<file path="config.mk">
export PLATFORM = sky130hd
export DESIGN_NAME = spi_master_ctrl
export DESIGN_NICKNAME = d
export VERILOG_FILES = /design/src/rtl/spi_pkg.sv /design/src/rtl/spi_clk_gen.sv /design/src/rtl/spi_master_ctrl.sv
export SDC_FILE = /design/constraint.sdc
export NUM_CORES = 1
export LEC_CHECK = 0
export ABC_AREA = 1
export CAP_MARGIN = 20
export CORE_ASPECT_RATIO = 0.6
export CORE_MARGIN = 4
export CORE_UTILIZATION = 46
export DETAILED_ROUTE_END_ITERATION = 10
export HOLD_SLACK_MARGIN = 0.08
export PLACE_DENSITY_LB_ADDON = 0.05
export SLEW_MARGIN = 15
export SYNTH_ARGS = -nofsm -noshare
export SYNTH_HDL_FRONTEND = slang
export SYNTH_SLANG_ARGS = --single-unit
</file>
<file path="constraint.sdc">
create_clock -name sys_clk -period 1.18 [get_ports sys_clk]
set_input_delay 0.236 -clock sys_clk [delete_from_list [all_inputs] [get_ports sys_clk]]
set_output_delay 0.236 -clock sys_clk [all_outputs]
set_load 0.005 [all_outputs]
</file>
<file path="src/rtl/spi_pkg.sv">
// rtl/spi_pkg.sv - shared state encoding, mode constants and width helper for the SPI master
package spi_pkg;

  typedef enum logic [2:0] {
    ST_IDLE  = 3'd0,
    ST_SETUP = 3'd1,
    ST_SHIFT = 3'd2,
    ST_HOLD  = 3'd3,
    ST_DONE  = 3'd4
  } spi_state_e;

  // CPHA value for which the leading SCLK edge is the sample edge
  localparam bit SPI_CPHA_SAMPLE_LEAD = 1'b0;

  function automatic int clog2_min1(input int n);
    return (n > 1) ? $clog2(n) : 1;
  endfunction

endpackage

</file>
<file path="src/rtl/spi_clk_gen.sv">
// rtl/spi_clk_gen.sv - SCLK divider: half-period tick, lead/trail edge strobes and sclk level
module spi_clk_gen
  import spi_pkg::*;
#(
  parameter int DATA_W  = 8,
  parameter int CLK_DIV = 2,
  parameter bit CPOL    = 1'b0
) (
  input  logic sys_clk,
  input  logic rstn,
  input  logic run,
  input  logic shift_en,
  output logic tick,
  output logic lead,
  output logic trail,
  output logic first_edge,
  output logic last_edge,
  output logic sclk
);

  localparam int DIV_W  = clog2_min1(CLK_DIV + 1);
  localparam int EDGE_W = clog2_min1(2 * DATA_W + 1);
  localparam logic [DIV_W-1:0]  DIV_LAST  = DIV_W'(CLK_DIV - 1);
  localparam logic [EDGE_W-1:0] EDGE_LAST = EDGE_W'(2 * DATA_W - 1);

  logic [DIV_W-1:0]  div_q, div_d;
  logic [EDGE_W-1:0] edge_q, edge_d;
  logic              sclk_q, sclk_d;

  // The divider runs through SETUP/SHIFT/HOLD so the FSM can time every phase off one tick
  assign tick       = run && (div_q == DIV_LAST);
  assign lead       = shift_en && tick && !edge_q[0];
  assign trail      = shift_en && tick && edge_q[0];
  assign first_edge = shift_en && tick && (edge_q == '0);
  assign last_edge  = shift_en && tick && (edge_q == EDGE_LAST);
  assign sclk       = sclk_q;

  always_comb begin
    div_d  = div_q;
    edge_d = edge_q;
    sclk_d = sclk_q;
    if (!run || tick) begin
      div_d = '0;
    end else begin
      div_d = div_q + 1'b1;
    end
    if (!shift_en) begin
      edge_d = '0;
      sclk_d = CPOL;
    end else if (tick) begin
      edge_d = (edge_q == EDGE_LAST) ? '0 : edge_q + 1'b1;
      sclk_d = ~sclk_q;
    end
  end

  always_ff @(posedge sys_clk) begin
    if (!rstn) begin
      div_q  <= '0;
      edge_q <= '0;
      sclk_q <= CPOL;
    end else begin
      div_q  <= div_d;
      edge_q <= edge_d;
      sclk_q <= sclk_d;
    end
  end

endmodule

</file>
<file path="src/rtl/spi_master_ctrl.sv">
// rtl/spi_master_ctrl.sv - SPI master: stream-in word, MSB-first shift on divided SCLK, captured word out
module spi_master_ctrl
  import spi_pkg::*;
#(
  parameter int DATA_W  = 8,
  parameter int N_CS    = 4,
  parameter int CLK_DIV = 2,
  parameter bit CPOL    = 1'b0,
  parameter bit CPHA    = 1'b0
) (
  input  logic                        sys_clk,
  input  logic                        rstn,
  input  logic                        tx_valid,
  output logic                        tx_ready,
  input  logic [DATA_W-1:0]           tx_data,
  input  logic [clog2_min1(N_CS)-1:0] cs_sel,
  output logic                        rx_valid,
  output logic [DATA_W-1:0]           rx_data,
  output logic                        busy,
  output logic                        sclk,
  output logic                        mosi,
  input  logic                        miso,
  output logic [N_CS-1:0]             cs_n
);

  localparam int CS_W = clog2_min1(N_CS);

  spi_state_e        state_q, state_d;
  logic [DATA_W-1:0] tx_sh_q, tx_sh_d;
  logic [DATA_W-1:0] rx_sh_q, rx_sh_d;
  logic [DATA_W-1:0] rx_data_q, rx_data_d;
  logic [CS_W-1:0]   cs_q, cs_d;
  logic              run, shift_en, tick, lead, trail, first_edge, last_edge;
  logic              sample, shift;
  logic [N_CS-1:0]   cs_dec;

  assign run      = (state_q == ST_SETUP) || (state_q == ST_SHIFT) || (state_q == ST_HOLD);
  assign shift_en = (state_q == ST_SHIFT);

  spi_clk_gen #(
    .DATA_W  (DATA_W),
    .CLK_DIV (CLK_DIV),
    .CPOL    (CPOL)
  ) u_clk_gen (
    .sys_clk    (sys_clk),
    .rstn       (rstn),
    .run        (run),
    .shift_en   (shift_en),
    .tick       (tick),
    .lead       (lead),
    .trail      (trail),
    .first_edge (first_edge),
    .last_edge  (last_edge),
    .sclk       (sclk)
  );

  // With CPHA=1 the MSB is already on mosi, so the first leading edge must not shift
  assign sample = (CPHA == SPI_CPHA_SAMPLE_LEAD) ? lead  : trail;
  assign shift  = (CPHA == SPI_CPHA_SAMPLE_LEAD) ? trail : (lead && !first_edge);

  always_comb begin
    cs_dec = '1;
    for (int i = 0; i < N_CS; i++) begin
      if (run && (32'(cs_q) == i)) begin
        cs_dec[i] = 1'b0;
      end
    end
  end

  assign cs_n     = cs_dec;
  assign mosi     = (~&cs_dec) & tx_sh_q[DATA_W-1];
  assign tx_ready = (state_q == ST_IDLE);
  assign busy     = (state_q != ST_IDLE);
  assign rx_valid = (state_q == ST_DONE);
  assign rx_data  = rx_data_q;

  always_comb begin
    state_d   = state_q;
    tx_sh_d   = tx_sh_q;
    rx_sh_d   = rx_sh_q;
    rx_data_d = rx_data_q;
    cs_d      = cs_q;
    case (state_q)
      ST_IDLE: begin
        if (tx_valid) begin
          state_d = ST_SETUP;
          tx_sh_d = tx_data;
          cs_d    = cs_sel;
          rx_sh_d = '0;
        end
      end
      ST_SETUP: begin
        if (tick) state_d = ST_SHIFT;
      end
      ST_SHIFT: begin
        if (sample) rx_sh_d = {rx_sh_q[DATA_W-2:0], miso};
        if (shift)  tx_sh_d = {tx_sh_q[DATA_W-2:0], 1'b0};
        if (last_edge) state_d = ST_HOLD;
      end
      ST_HOLD: begin
        if (tick) begin
          state_d   = ST_DONE;
          rx_data_d = rx_sh_q;
        end
      end
      ST_DONE: state_d = ST_IDLE;
      default: state_d = ST_IDLE;
    endcase
  end

  always_ff @(posedge sys_clk) begin
    if (!rstn) begin
      state_q   <= ST_IDLE;
      tx_sh_q   <= '0;
      rx_sh_q   <= '0;
      rx_data_q <= '0;
      cs_q      <= '0;
    end else begin
      state_q   <= state_d;
      tx_sh_q   <= tx_sh_d;
      rx_sh_q   <= rx_sh_d;
      rx_data_q <= rx_data_d;
      cs_q      <= cs_d;
    end
  end

endmodule

</file>
==> flow_summary.ini, run 1 <==
[drt]
wl_per_cell_um = 16.4
wl_met3_um = 389
first_pass_iters = 4
vias = 1861
ant_nets = 0
wl_mm = 5.69
initialDrtViolationCount = 116
dr_wl_met2_mm = 2.61
wl_met1_mm = 2.44
highest-signal-layer = met4
vias_per_cell = 5.38
drc = 0

[worst_setup_path]
timing.critical_path.from = state_q[0]$_SDFFE_PN0P_
arrival_ps = 1680
path_max_fanout = 7
crit_required_ps = 1370
path_common_cell = nor2_1
r2r-start = state_q[0]$_SDFFE_PN0P_
startpoint_type = flip-flop
crit_chain = buf_6 > nor2_4 > buf_12 > nand3_4 > nand2_8 > inv_8 > nor2_1 > nor2_1
criticalPathCategory = flip-flop to flip-flop
slowest_delay_ps = 370
r2r_cells = 8
r2r_slack_ps = -310
cp_slowest_cell = dfxtp_4
cp-end-kind = flip-flop

[layout]
drive_gt1_share_pct = 44.2
layout_commonest_cell = nand2_1
final-seq-area_sq_um = 756
fill_cells = 189
design_area_sq_um = 2770
antennaDiodeCount = 0
nets = 316
multi_input_area_sq_um = 1040
syn2layout_area_growth_pct = 71.0
finalNonFillerCells = 346
mostFrequentLayoutCells = nand2_1 (43), dfxtp_1 (31), nor2_1 (26)
finalCoreUtilization_pct = 83.3

[synth]
synthMuxAreaShare_pct = 0
yosysTopAreaCell = dfxtp_1
syn_inst = 222
synth_nets = 238
synth-compound-area-share_pct = 13.4
synth-seq-area-share_pct = 45.7
synth_area_sq_um = 1620
async_reset_ff_share_pct = 0
yosys_warnings = 0
yosys-top-cells-area = dfxtp_1 (46%), nand2_1 (11%), nor2_1 (7.9%)
ys_ff_latch = 37
synth_area_per_cell_sq_um = 7.29
synth_top_family_by_area = simple AND/OR/NAND/NOR gates
synth_xor_area_share_pct = 0.541
synth-simple-area-share_pct = 31.5
synth_fa_ha_area_share_pct = 1.55
synth_top_area_share_pct = 45.7
synth_cell_types = 21
synth_ff_type = dfxtp_1
synth_edf_count = 0

[global_routing]
overflow = 0
grt_max_degree = 15
track_usage_pct = 20.6
grt_pass1_wl_mm = 7.18
grt_pass1_vias = 1528
antenna_found_initial = 0

[clock_network]
clk_latency_ps = 300
cts_root_buffer = clkbuf_8
cts_sinks = 37
cts_max_path_buffers = 2
tritoncts = yes
cts_max_level = 2
cts_buffers = 5
clk_pin_slew_ps = 70

[sta]
slew_violations = 0
relSlewSlack_pct = 82.4
skew_ps = 2.23
hold_viol = 0
fmax_mhz = 670
setup_tns_ps = -7180
grt_setup_unrepaired = yes
min_period_ps = 1490
setup_ws_ps = -312
tightestPinTransition_ps = 264
final-setup-viol-count = 43
period_share_pct = 126

[die]
rows = 16
die_w_um = 84.6
start_util_pct = 48.7
core_area_sq_um = 3320
io_pins = 31
die_y_um = 54.0
die_area_sq_um = 4560

[flow_run]
max-cap-violations = 0

[pwr]
peakVddDrop_mv = 1.29
leakage_uw = 0.00115
fin_total_pwr_uw = 5480
powerDensity_nw_per_um2 = 1980

[min_path]
hold_path.class = flip-flop to flip-flop
min_path_cells = 2
hold_path.startpoint = rx_data[4]$_SDFFE_PN0P_

[place]
dp_hpwl_mm = 2.75
port_buffers = 30
routabilityCongestion = 0.856
dpl-instance-area_sq_um = 2220
place_inst = 325

[outcome]
outcome = complete, but fails checks
violations = negative setup slack
-- metal layers --
metal	up-vias	GRT usage, %
met5	-	0
met4	0	8.16
met3	25	5.50
met2	82	31.7
met1	872	27.9
li1	882	-
-- worst paths after layout --
check / endpoint
setup / recovery: tx_sh_q[7]$_SDFFE_PN0P_
hold / removal: rx_data[4]$_SDFFE_PN0P_
setup reg to reg: tx_sh_q[7]$_SDFFE_PN0P_
hold reg to reg: rx_data[4]$_SDFFE_PN0P_
-- timing repair --
| action | in CTS | in global routing |
|---|---|---|
| setup endpoints to repair | 51 | 43 |
| gates resized for setup | 91 | 64 |
| cloned | 1 | 0 |
| pin swaps | 13 | 24 |
| setup buffers | 7 | 5 |
| hold buffers | 0 | 0 |
-- logic make-up (layout without fill, tap and decap cells) --
group	count (synthesis)	count (layout)
and+or+nand+nor	110	110
adders and majority gates	2	2
buffers and inverters	30	109
AOI/OAI and AO/OA	42	42
xor gates and xnor gates	1	1
DFF	37	37
-- registers in the layout, indices dropped and copies added, names as in the netlist --
name / flops
u_clk_gen.sclk: 1
cs_q: 2
u_clk_gen.edge_q: 5
state_q: 3
u_clk_gen.div_q: 2
rx_data: 8
rx_sh_q: 8
tx_sh_q: 8
-- where the power goes --
group | switching (uW) | internal [uW]
logic | 1490 | 1310
registers | 272 | 1530
clock network | 471 | 409
-- synthesized netlist by cell type (all sizes together), types with 2 or more instances --
| library cell | count |
|---|---|
| clkbuf | 2 |
| ha | 2 |
| nand4 | 4 |
| nand3 | 16 |
| inv | 27 |
| nand2 | 51 |
| nor2 | 38 |
| o21ai | 19 |
| dfxtp | 37 |
| a21oi | 22 |
-- area by class of cell --
| class | instances | area share, % |
|---|---|---|
| tap | 45 | 2.03 |
| inverter | 27 | 4.29 |
| sequential | 37 | 27.3 |
| clock inverter | 2 | 0.361 |
| clock buffer | 6 | 2.62 |
| timing repair buffer | 74 | 25.7 |
| multi-input combinational | 155 | 37.7 |
-- through the flow --
step                      setup WS [ps]  hold slack (ps)
after floorplan                   0.105              382
after global placement             -377              413
after detailed placement           -376              418
after CTS                          -223              441
after global routing               -354              459
final                              -312              448
-- critical path, delay by kind of cell, from the launching register on --
| family | cells | cell delay [ps] |
|---|---|---|
| simple gates | 5 | 680 |
| buf+inv | 3 | 310 |
| flops | 1 | 370 |
No activity file was read; power rests on OpenSTA's default activity.
==> run 2, diff against run 1 <==
--- a/config.mk
+++ b/config.mk
@@ -9,7 +9,7 @@
 export CAP_MARGIN = 20
 export CORE_ASPECT_RATIO = 0.6
 export CORE_MARGIN = 4
-export CORE_UTILIZATION = 46
+export CORE_UTILIZATION = 50
 export DETAILED_ROUTE_END_ITERATION = 10
 export HOLD_SLACK_MARGIN = 0.08
 export PLACE_DENSITY_LB_ADDON = 0.05
==> constraint.sdc (replaced) <==
create_clock -name sys_clk -period 1.9 [get_ports sys_clk]
set_input_delay 0.38 -clock sys_clk [delete_from_list [all_inputs] [get_ports sys_clk]]
set_output_delay 0.38 -clock sys_clk [all_outputs]
set_load 0.005 [all_outputs]
==> run 2 against run 1 <==
Net effect: first-iteration DRC count is 15% higher; wire length is 36% lower; clock skew increased by 3.5 ps; combinational power shrank 67%; cell count down 12%; the run now ends clean; via count down 18%; die area is 7.0% lower; core utilization decreased by 13 points.
==> flow_summary.ini, run 2 (synthesis results as in run 1) <==
[global_routing]
grt_pass1_wl_mm = 6.18
antenna_found_initial = 0
overflow = 0
grt_pass1_vias = 1330
track_usage_pct = 19.2
grt_max_degree = 22

[place]
dp_hpwl_mm = 2.59
port_buffers = 30
routabilityCongestion = 0.864
dpl-instance-area_sq_um = 1990

[sta]
relSlewSlack_pct = 78.4
slew_violations = 0
tightestPinTransition_ps = 323
fin_hold_ws_ps = 425
hold_viol = 0
min_period_ps = 1830
period_share_pct = 96.3
fmax_mhz = 547
final-setup-viol-count = 0
setup_tns_ps = 0
skew_ps = 5.70
grt_setup_unrepaired = no

[layout]
syn2layout_area_growth_pct = 30.3
fill_cells = 251
finalCoreUtilization_pct = 70.7
layout_commonest_cell = nand2_1
antennaDiodeCount = 0
mostFrequentLayoutCells = nand2_1 (46), dfxtp_1 (34), nor2_1 (32)
drive_gt1_share_pct = 13.7
nets = 277
design_area_sq_um = 2110

[clock_network]
clk_latency_ps = 290
cts_sinks = 37
tritoncts = yes
cts_max_path_buffers = 2
cts_root_buffer = clkbuf_8
cts_hold_buf = 0
clk_pin_slew_ps = 70
cts_max_level = 2
cts_buffers = 5

[die]
rows = 15
die_y_um = 52.1
io_pins = 31
die_w_um = 81.5
start_util_pct = 54.3
core_area_sq_um = 2980
die_area_sq_um = 4240

[drt]
vias_per_cell = 5.01
wl_per_cell_um = 12.0
wl_mm = 3.64
vias = 1524
first_pass_iters = 4
ant_nets = 0
drc = 0
initialDrtViolationCount = 133

[min_path]
hold_path.class = flip-flop to flip-flop
hold_path.startpoint = u_clk_gen.div_q[0]$_SDFF_PP0_
min_path_cells = 1
whs_endpoint = u_clk_gen.div_q[0]$_SDFF_PP0_

[worst_setup_path]
slowest_delay_ps = 460
r2r_cells = 4
arrival_ps = 1450
cp-end-kind = output port
path_common_cell = nor2_4
r2r-end = rx_data[5]$_SDFFE_PN0P_
startpoint_type = flip-flop
criticalPathCategory = flip-flop to output port
r2r_slack_ps = 450
crit_chain = nor2_4 > nor2_4 > nand3_1 > clkdlybuf4s50_1
path_max_fanout = 7
cp_slowest_cell = clkdlybuf4s50_1
crit_required_ps = 1520
r2r-start = u_clk_gen.div_q[0]$_SDFF_PP0_

[pwr]
leakage_uw = 0.000876
p_clk_share_pct = 20.9
p_int_uw = 1580
comb_power_share_pct = 36.4
power_switching_uw = 960
p_seq_share_pct = 42.7
powerDensity_nw_per_um2 = 1210
swShare_pct = 37.8
peakVddDrop_mv = 0.646

[flow_run]
max-cap-violations = 0

[outcome]
outcome = completed
-- run 2: area by class of cell --
cell class,instances,area (sq um),area share [%]
Tap cell,42,52.6,2.49
Multi-Input combinational cell,155,772,36.6
Timing Repair Buffer,35,345,16.4
Sequential cell,37,749,35.5
Clock buffer,5,68.8,3.26
Inverter,27,104,4.92
Clock inverter,3,17.5,0.830
-- run 2: what timing repair did --
item	CTS	global route
gates resized for setup	3	10
endpoints found under the setup margin	8	8
setup buffers	0	1
pin swaps	0	0
-- run 2: how the worst max path moves through the flow --
stage                                  startpoint                       to  slack [ps]
final                     state_q[0]$_SDFFE_PN0P_                  cs_n[2]          70
after floorplan           state_q[2]$_SDFFE_PN0P_  tx_sh_q[1]$_SDFFE_PN0P_         710
after detailed placement  state_q[0]$_SDFFE_PN0P_                  cs_n[2]         220
after CTS                 state_q[0]$_SDFFE_PN0P_                  cs_n[2]           4
after global placement    state_q[0]$_SDFFE_PN0P_                     mosi         240
after global routing      state_q[0]$_SDFFE_PN0P_                  cs_n[2]           1
-- run 2: per-stage QoR --
stage / power [uW] / std cells / worst slack [ps]
6_report: 2540 / 304 / 70.7
5_1_grt: 2730 / 304 / 1.49
4_1_cts: 2500 / 303 / 3.93
3_5_place_dp: 1970 / 295 / 224
3_3_place_gp: 1960 / 295 / 240
2_1_floorplan: 1640 / 222 / 708
-- run 2: layer usage --
metal,track usage [%],up-vias,routed length (um)
li1,-,791,-
met4,6.18,0,42
met1,29.7,674,1950
met3,5.54,7,285
met2,24.5,52,1360
met5,0,-,0
-- run 2: worst max-delay path: cells and delay by family (launching register included) --
kind,cells,cell delay [ps]
flops,1,410
simple gates,3,300
buf+inv,1,460
-- run 2: power groups by stage --
stage	registers (uW)	logic (uW)	clock network, uW
2_1_floorplan	1060	586	0
3_3_place_gp	1070	883	0
3_5_place_dp	1080	890	0
4_1_cts	1060	895	545
5_1_grt	1110	1050	576
6_report	1090	925	530
==> run 3, diff against run 2 <==
--- a/config.mk
+++ b/config.mk
@@ -13,6 +13,7 @@
 export DETAILED_ROUTE_END_ITERATION = 10
 export HOLD_SLACK_MARGIN = 0.08
 export PLACE_DENSITY_LB_ADDON = 0.05
+export SKIP_CTS_REPAIR_TIMING = 1
 export SLEW_MARGIN = 15
 export SYNTH_ARGS = -nofsm -noshare
 export SYNTH_HDL_FRONTEND = slang
==> run 3 against run 2 <==
Net effect: combinational power fell by 2%; die area did not move; clock skew barely moved; core utilization fell by 0.59 points; register-to-register slack barely moved; non-clock buffer count fell by 1; critical path depth did not move; largest cell class unchanged.
==> flow_summary.ini, run 3 (synthesis results as in run 1) <==
[outcome]
outcome = completed

[clock_network]
cts_root_buffer = clkbuf_8
clk_pin_slew_ps = 70
cts_sinks = 37
cts_max_level = 2
tritoncts = yes
clk_latency_ps = 290
cts_buffers = 5
cts_max_path_buffers = 2

[die]
die_y_um = 52.1
core_area_sq_um = 2980
die_w_um = 81.5
rows = 15
io_pins = 31
die_area_sq_um = 4240
start_util_pct = 54.3

[global_routing]
grt_pass1_vias = 1315
grt_pass1_wl_mm = 6.11
grt_max_degree = 22
overflow = 0
track_usage_pct = 19.0
antenna_found_initial = 0

[drt]
vias_per_cell = 4.96
vias = 1504
wl_mm = 3.58
ant_nets = 0
drc = 0
wl_per_cell_um = 11.8
first_pass_iters = 4
initialDrtViolationCount = 85

[sta]
hold_viol = 0
relSlewSlack_pct = 78.2
min_period_ps = 1830
skew_ps = 6.00
tightestPinTransition_ps = 326
slew_violations = 0
grt_setup_unrepaired = yes
period_share_pct = 96.5
fmax_mhz = 546
final-setup-viol-count = 0

[pwr]
leakage_uw = 0.000860
comb_power_share_pct = 36.0
peakVddDrop_mv = 0.646
powerDensity_nw_per_um2 = 1200
p_clk_share_pct = 21.0
power_switching_uw = 947
p_seq_share_pct = 42.9
swShare_pct = 37.6
p_int_uw = 1570

[worst_setup_path]
critPathBufInv = 1
crit_required_ps = 1520
criticalPathCategory = flip-flop to output port
path_max_fanout = 7
critPathTopFamily = buffers and inverters
slowest_delay_ps = 500
crit_chain = nor2_2 > nor2_4 > nand3_1 > clkdlybuf4s50_1
arrival_ps = 1450
startpoint_type = flip-flop
cp_slowest_cell = clkdlybuf4s50_1
cp-end-kind = output port

[place]
place_inst = 295
routabilityCongestion = 0.864
dpl-instance-area_sq_um = 1990
dp_hpwl_mm = 2.59
port_buffers = 30

[flow_run]
max-cap-violations = 0

[layout]
mostFrequentLayoutCells = nand2_1 (46), dfxtp_1 (34), nor2_1 (32)
design_area_sq_um = 2090
layout_commonest_cell = nand2_1
syn2layout_area_growth_pct = 29.2
finalNonFillerCells = 303
antennaDiodeCount = 0
nets = 276
drive_gt1_share_pct = 13.0

[min_path]
hold_path.class = flip-flop to flip-flop
[run 3: cell types whose count changed in the layout (fill, tap and decap cells not counted)]
cell / previous run / this run
inv_2: 4 / 3
clkdlybuf4s50_1: 27 / 29
nor2_2: 1 / 2
dlymetal6s2s_1: 3 / 1
nor2_4: 5 / 4
inv_1: 22 / 23
buf_4: 5 / 4
[run 3: power groups by stage]
stage	Clock [uW]	Combinational, uW	Sequential (uW)
floorplan	0	586	1060
global placement	0	883	1070
detailed placement	0	890	1080
CTS	545	895	1060
global route	576	1030	1100
finish	530	908	1080
[run 3: metrics by stage]
step | hold WS, ps | util [%] | setup slack [ps] | total power, uW | TNS (ps)
after floorplan | 398 | - | 708 | 1640 | 0
after global placement | 412 | 66.6 | 240 | 1960 | 0
after detailed placement | 415 | 66.6 | 224 | 1970 | 0
after CTS | 426 | 69.5 | -98.5 | 2500 | -539
after global routing | 437 | 70.1 | -15.8 | 2710 | -29.3
final | 424 | 70.1 | 67.3 | 2520 | 0
[run 3: path summary, 6_finish.rpt]
| check | start | to | slack [ps] | depth (start not counted) |
|---|---|---|---|---|
| setup / recovery | state_q[0]$_SDFFE_PN0P_ | cs_n[2] | 70 | 4 |
| hold / removal | u_clk_gen.div_q[0]$_SDFF_PP0_ | u_clk_gen.div_q[0]$_SDFF_PP0_ | 420 | 1 |
| setup reg to reg | u_clk_gen.div_q[0]$_SDFF_PP0_ | rx_data[5]$_SDFFE_PN0P_ | 460 | 4 |
| hold reg to reg | u_clk_gen.div_q[0]$_SDFF_PP0_ | u_clk_gen.div_q[0]$_SDFF_PP0_ | 420 | 1 |
[run 3: final cells by class]
class                   count  area, sq um
inverters                  27          104
multi-input cells         155          767
clock buffers               5         68.8
flip-flops and latches     37          749
well taps                  42         52.6
clock inverters             3         17.5
fillers                   251          892
repair buffers             34          333
[run 3: metal layers]
| metal | vias to the layer above | track usage (%) | routed length, um |
|---|---|---|---|
| li1 | 788 | - | - |
| met1 | 669 | 29.6 | 1980 |
| met2 | 43 | 23.9 | 1340 |
| met3 | 4 | 5.54 | 232 |
| met4 | 0 | 6.18 | 28 |
| met5 | - | 0 | 0 |
==> RTL edit: new RTL, flow settings as in run 2 <==
`DATA_W` is set to 8 in 2 places; all go to 7.
--- a/src/rtl/spi_clk_gen.sv
+++ b/src/rtl/spi_clk_gen.sv
@@ -4,3 +4,3 @@
 #(
-  parameter int DATA_W  = 8,
+  parameter int DATA_W  = 7,
   parameter int CLK_DIV = 2,
--- a/src/rtl/spi_master_ctrl.sv
+++ b/src/rtl/spi_master_ctrl.sv
@@ -4,3 +4,3 @@
 #(
-  parameter int DATA_W  = 8,
+  parameter int DATA_W  = 7,
   parameter int N_CS    = 4,
Interface: changed (resized rx_data and tx_data); port bits go from 31 to 29. No check against the original RTL was run, so the function may have changed too.
==> RTL edit against run 2 <==
Sequential cell count is 4 lower; worst hold slack worse by 0.0069 ns; clock skew is 0.0020 ns lower; synthesized area is 9.2% lower; worst setup slack worse by 0.0030 ns; global-route usage is 1.8 points lower; synthesized cell count is 4.5% lower; clock power is 2% lower; wire length is 13% lower; design area is 10% lower; final cell count is 6.6% lower; largest power group unchanged; critical path depth stayed put; power is 5.8% lower; critical path type unchanged.
==> RTL edit: results (changes against run 2) <==
----------------------------------------------------
[Status]
  Run status ... finished clean (unchanged)

[Routing]
  DRT Wirelength ... 3178 um (was 3643 um)
  Number of optimization iterations in the first detailed-route pass ... 5 (was 4)
  DRC violation total after the first TritonRoute iteration ... 59 (was 133)
  Number of vias per cell after detailed routing ... 4.835 (was 5.013)

[Global route]
  Maximum number of pins on one net before global-route repair ... 19 (was 22)
  Wire length of the first global-routing pass ... 5375 um (was 6182 um)
  Via count of the first global-routing pass ... 1259 (was 1330)

[Synthesis]
  Count of distinct cell types in the synthesized netlist ... 22 (was 21)
  Area fraction in compound gates after synthesis ... 10.64% (was 13.45%)
  Commonest cells in the synthesized netlist ... sky130_fd_sc_hd__nor2_1 (48), sky130_fd_sc_hd__nand2_1 (43), sky130_fd_sc_hd__dfxtp_1 (33) (was sky130_fd_sc_hd__nand2_1 (46), sky130_fd_sc_hd__dfxtp_1 (37), sky130_fd_sc_hd__nor2_1 (34))
  Post-synthesis xor/xnor area fraction ... 0% (was 0.5410%)
  Mux share of post-synthesis cell area ... 0% (unchanged)
  Seq/Total Area, Yosys ... 44.94% (was 45.75%)
  Share of synthesized cell area in full adder, half adder and majority cells ... 0.8511% (was 1.546%)
  Synth Net Count ... 226 (was 238)

[Worst setup path]
  End of the critical path ... tx_ready (was cs_n[2])
  Worst reg2reg path startpoint ... u_clk_gen.div_q[1]$_SDFF_PP0_ (was u_clk_gen.div_q[0]$_SDFF_PP0_)
  Start point of the critical path ... state_q[0]$_SDFFE_PN0P_ (unchanged)
  Largest stage delay on the critical path ... 0.52 ns (was 0.46 ns)
  R2R Path End ... rx_data[0]$_SDFFE_PN0P_ (was rx_data[5]$_SDFFE_PN0P_)

[Worst hold path]
  Terminating pin of the worst hold path ... u_clk_gen.div_q[0]$_SDFF_PP0_ (unchanged)

[Placement]
  DP HPWL ... 2340 um (was 2586 um)
  Setup WS pre-CTS ... 0.1305 ns (was 0.2241 ns)
  Final RePlAce weighted congestion ... 0.7922 (was 0.8643)
  Buffers on Ports ... 28 (was 30)

[Pwr]
  Power drawn by the combinational cells ... 906 uW (was 925 uW)
  Max VDD drop ... 733.4 uV (was 646.0 uV)
  Switching component of the power ... 876.4 uW (was 960.0 uW)
  Leakage dissipation ... 0.0008470 uW (was 0.0008758 uW)

[STA]
  Worst slew margin ... 79.31% (was 78.41%)
  FMAX ... 0.5457 GHz (was 0.5466 GHz)

[Finish]
  Filler instances ... 222 (was 251)
  Post-layout net count ... 258 (was 277)
  Share of layout cells above drive strength 1 ... 9.426% (was 13.74%)

----------------------------------------------------
## RTL edit: cell count changes in the layout (fill, tap and decap cells not counted), sizes merged, moves of 3 or more
cell and delta:
a21oi -8, nor2 +13, clkdlybuf4s50 -4, dfxtp -4
buf -3, o21ai -4, nand2 -4
## RTL edit: cell families after synthesis
kind of cell,count (synthesis)
AO/OA/AOI/OAI,30
flip-flops,33
buffers and inverters,31
adder cells (fa/ha/maj),1
AND/OR/NAND/NOR,117
## RTL edit: layout make-up
cell class / count / share of cell area [%]
clock buffers: 7 / 4.564
inverters: 26 / 5.291
multi-input cells: 148 / 35.98
flip-flops and latches: 33 / 35.25
well taps: 40 / 2.646
repair buffers: 30 / 16.27
## RTL edit: timing repair
action	4_1_cts	5_1_grt
pin swaps	0	1
gates resized for setup	4	7
endpoints found under the setup margin	6	6
buffers inserted	0	0
## RTL edit: layer usage
| metal | global-route usage [%] | wire (um) | part of all wire, % |
|---|---|---|---|
| met2 | 25.28 | 1374 | 43 |
| met1 | 23.77 | 1606 | 51 |
| met3 | 6.000 | 185 | 5.8 |
| met5 | 0 | 0 | 0 |
| met4 | 6.105 | 12 | 0.38 |
## RTL edit: stage by stage
step / hold WS, ns / total power (uW) / cell area [um^2] / instances
final: 0.4180 / 2395 / 1892 / 284
after detailed placement: 0.4158 / 1874 / 1784 / 277
after global routing: 0.4527 / 2596 / 1892 / 284
after global placement: 0.4058 / 1841 / 1784 / 277
after floorplan: 0.3985 / 1590 / 1470 / 212
after CTS: 0.4249 / 2406 / 1877 / 284
## RTL edit: worst register-to-register path, delay by kind of cell, from the launching register on
family	cells	cell delay, ns
adders and majority gates	1	0.29
and+or+nand+nor	3	0.46
DFF	1	0.30
buffers and inverters	2	0.33
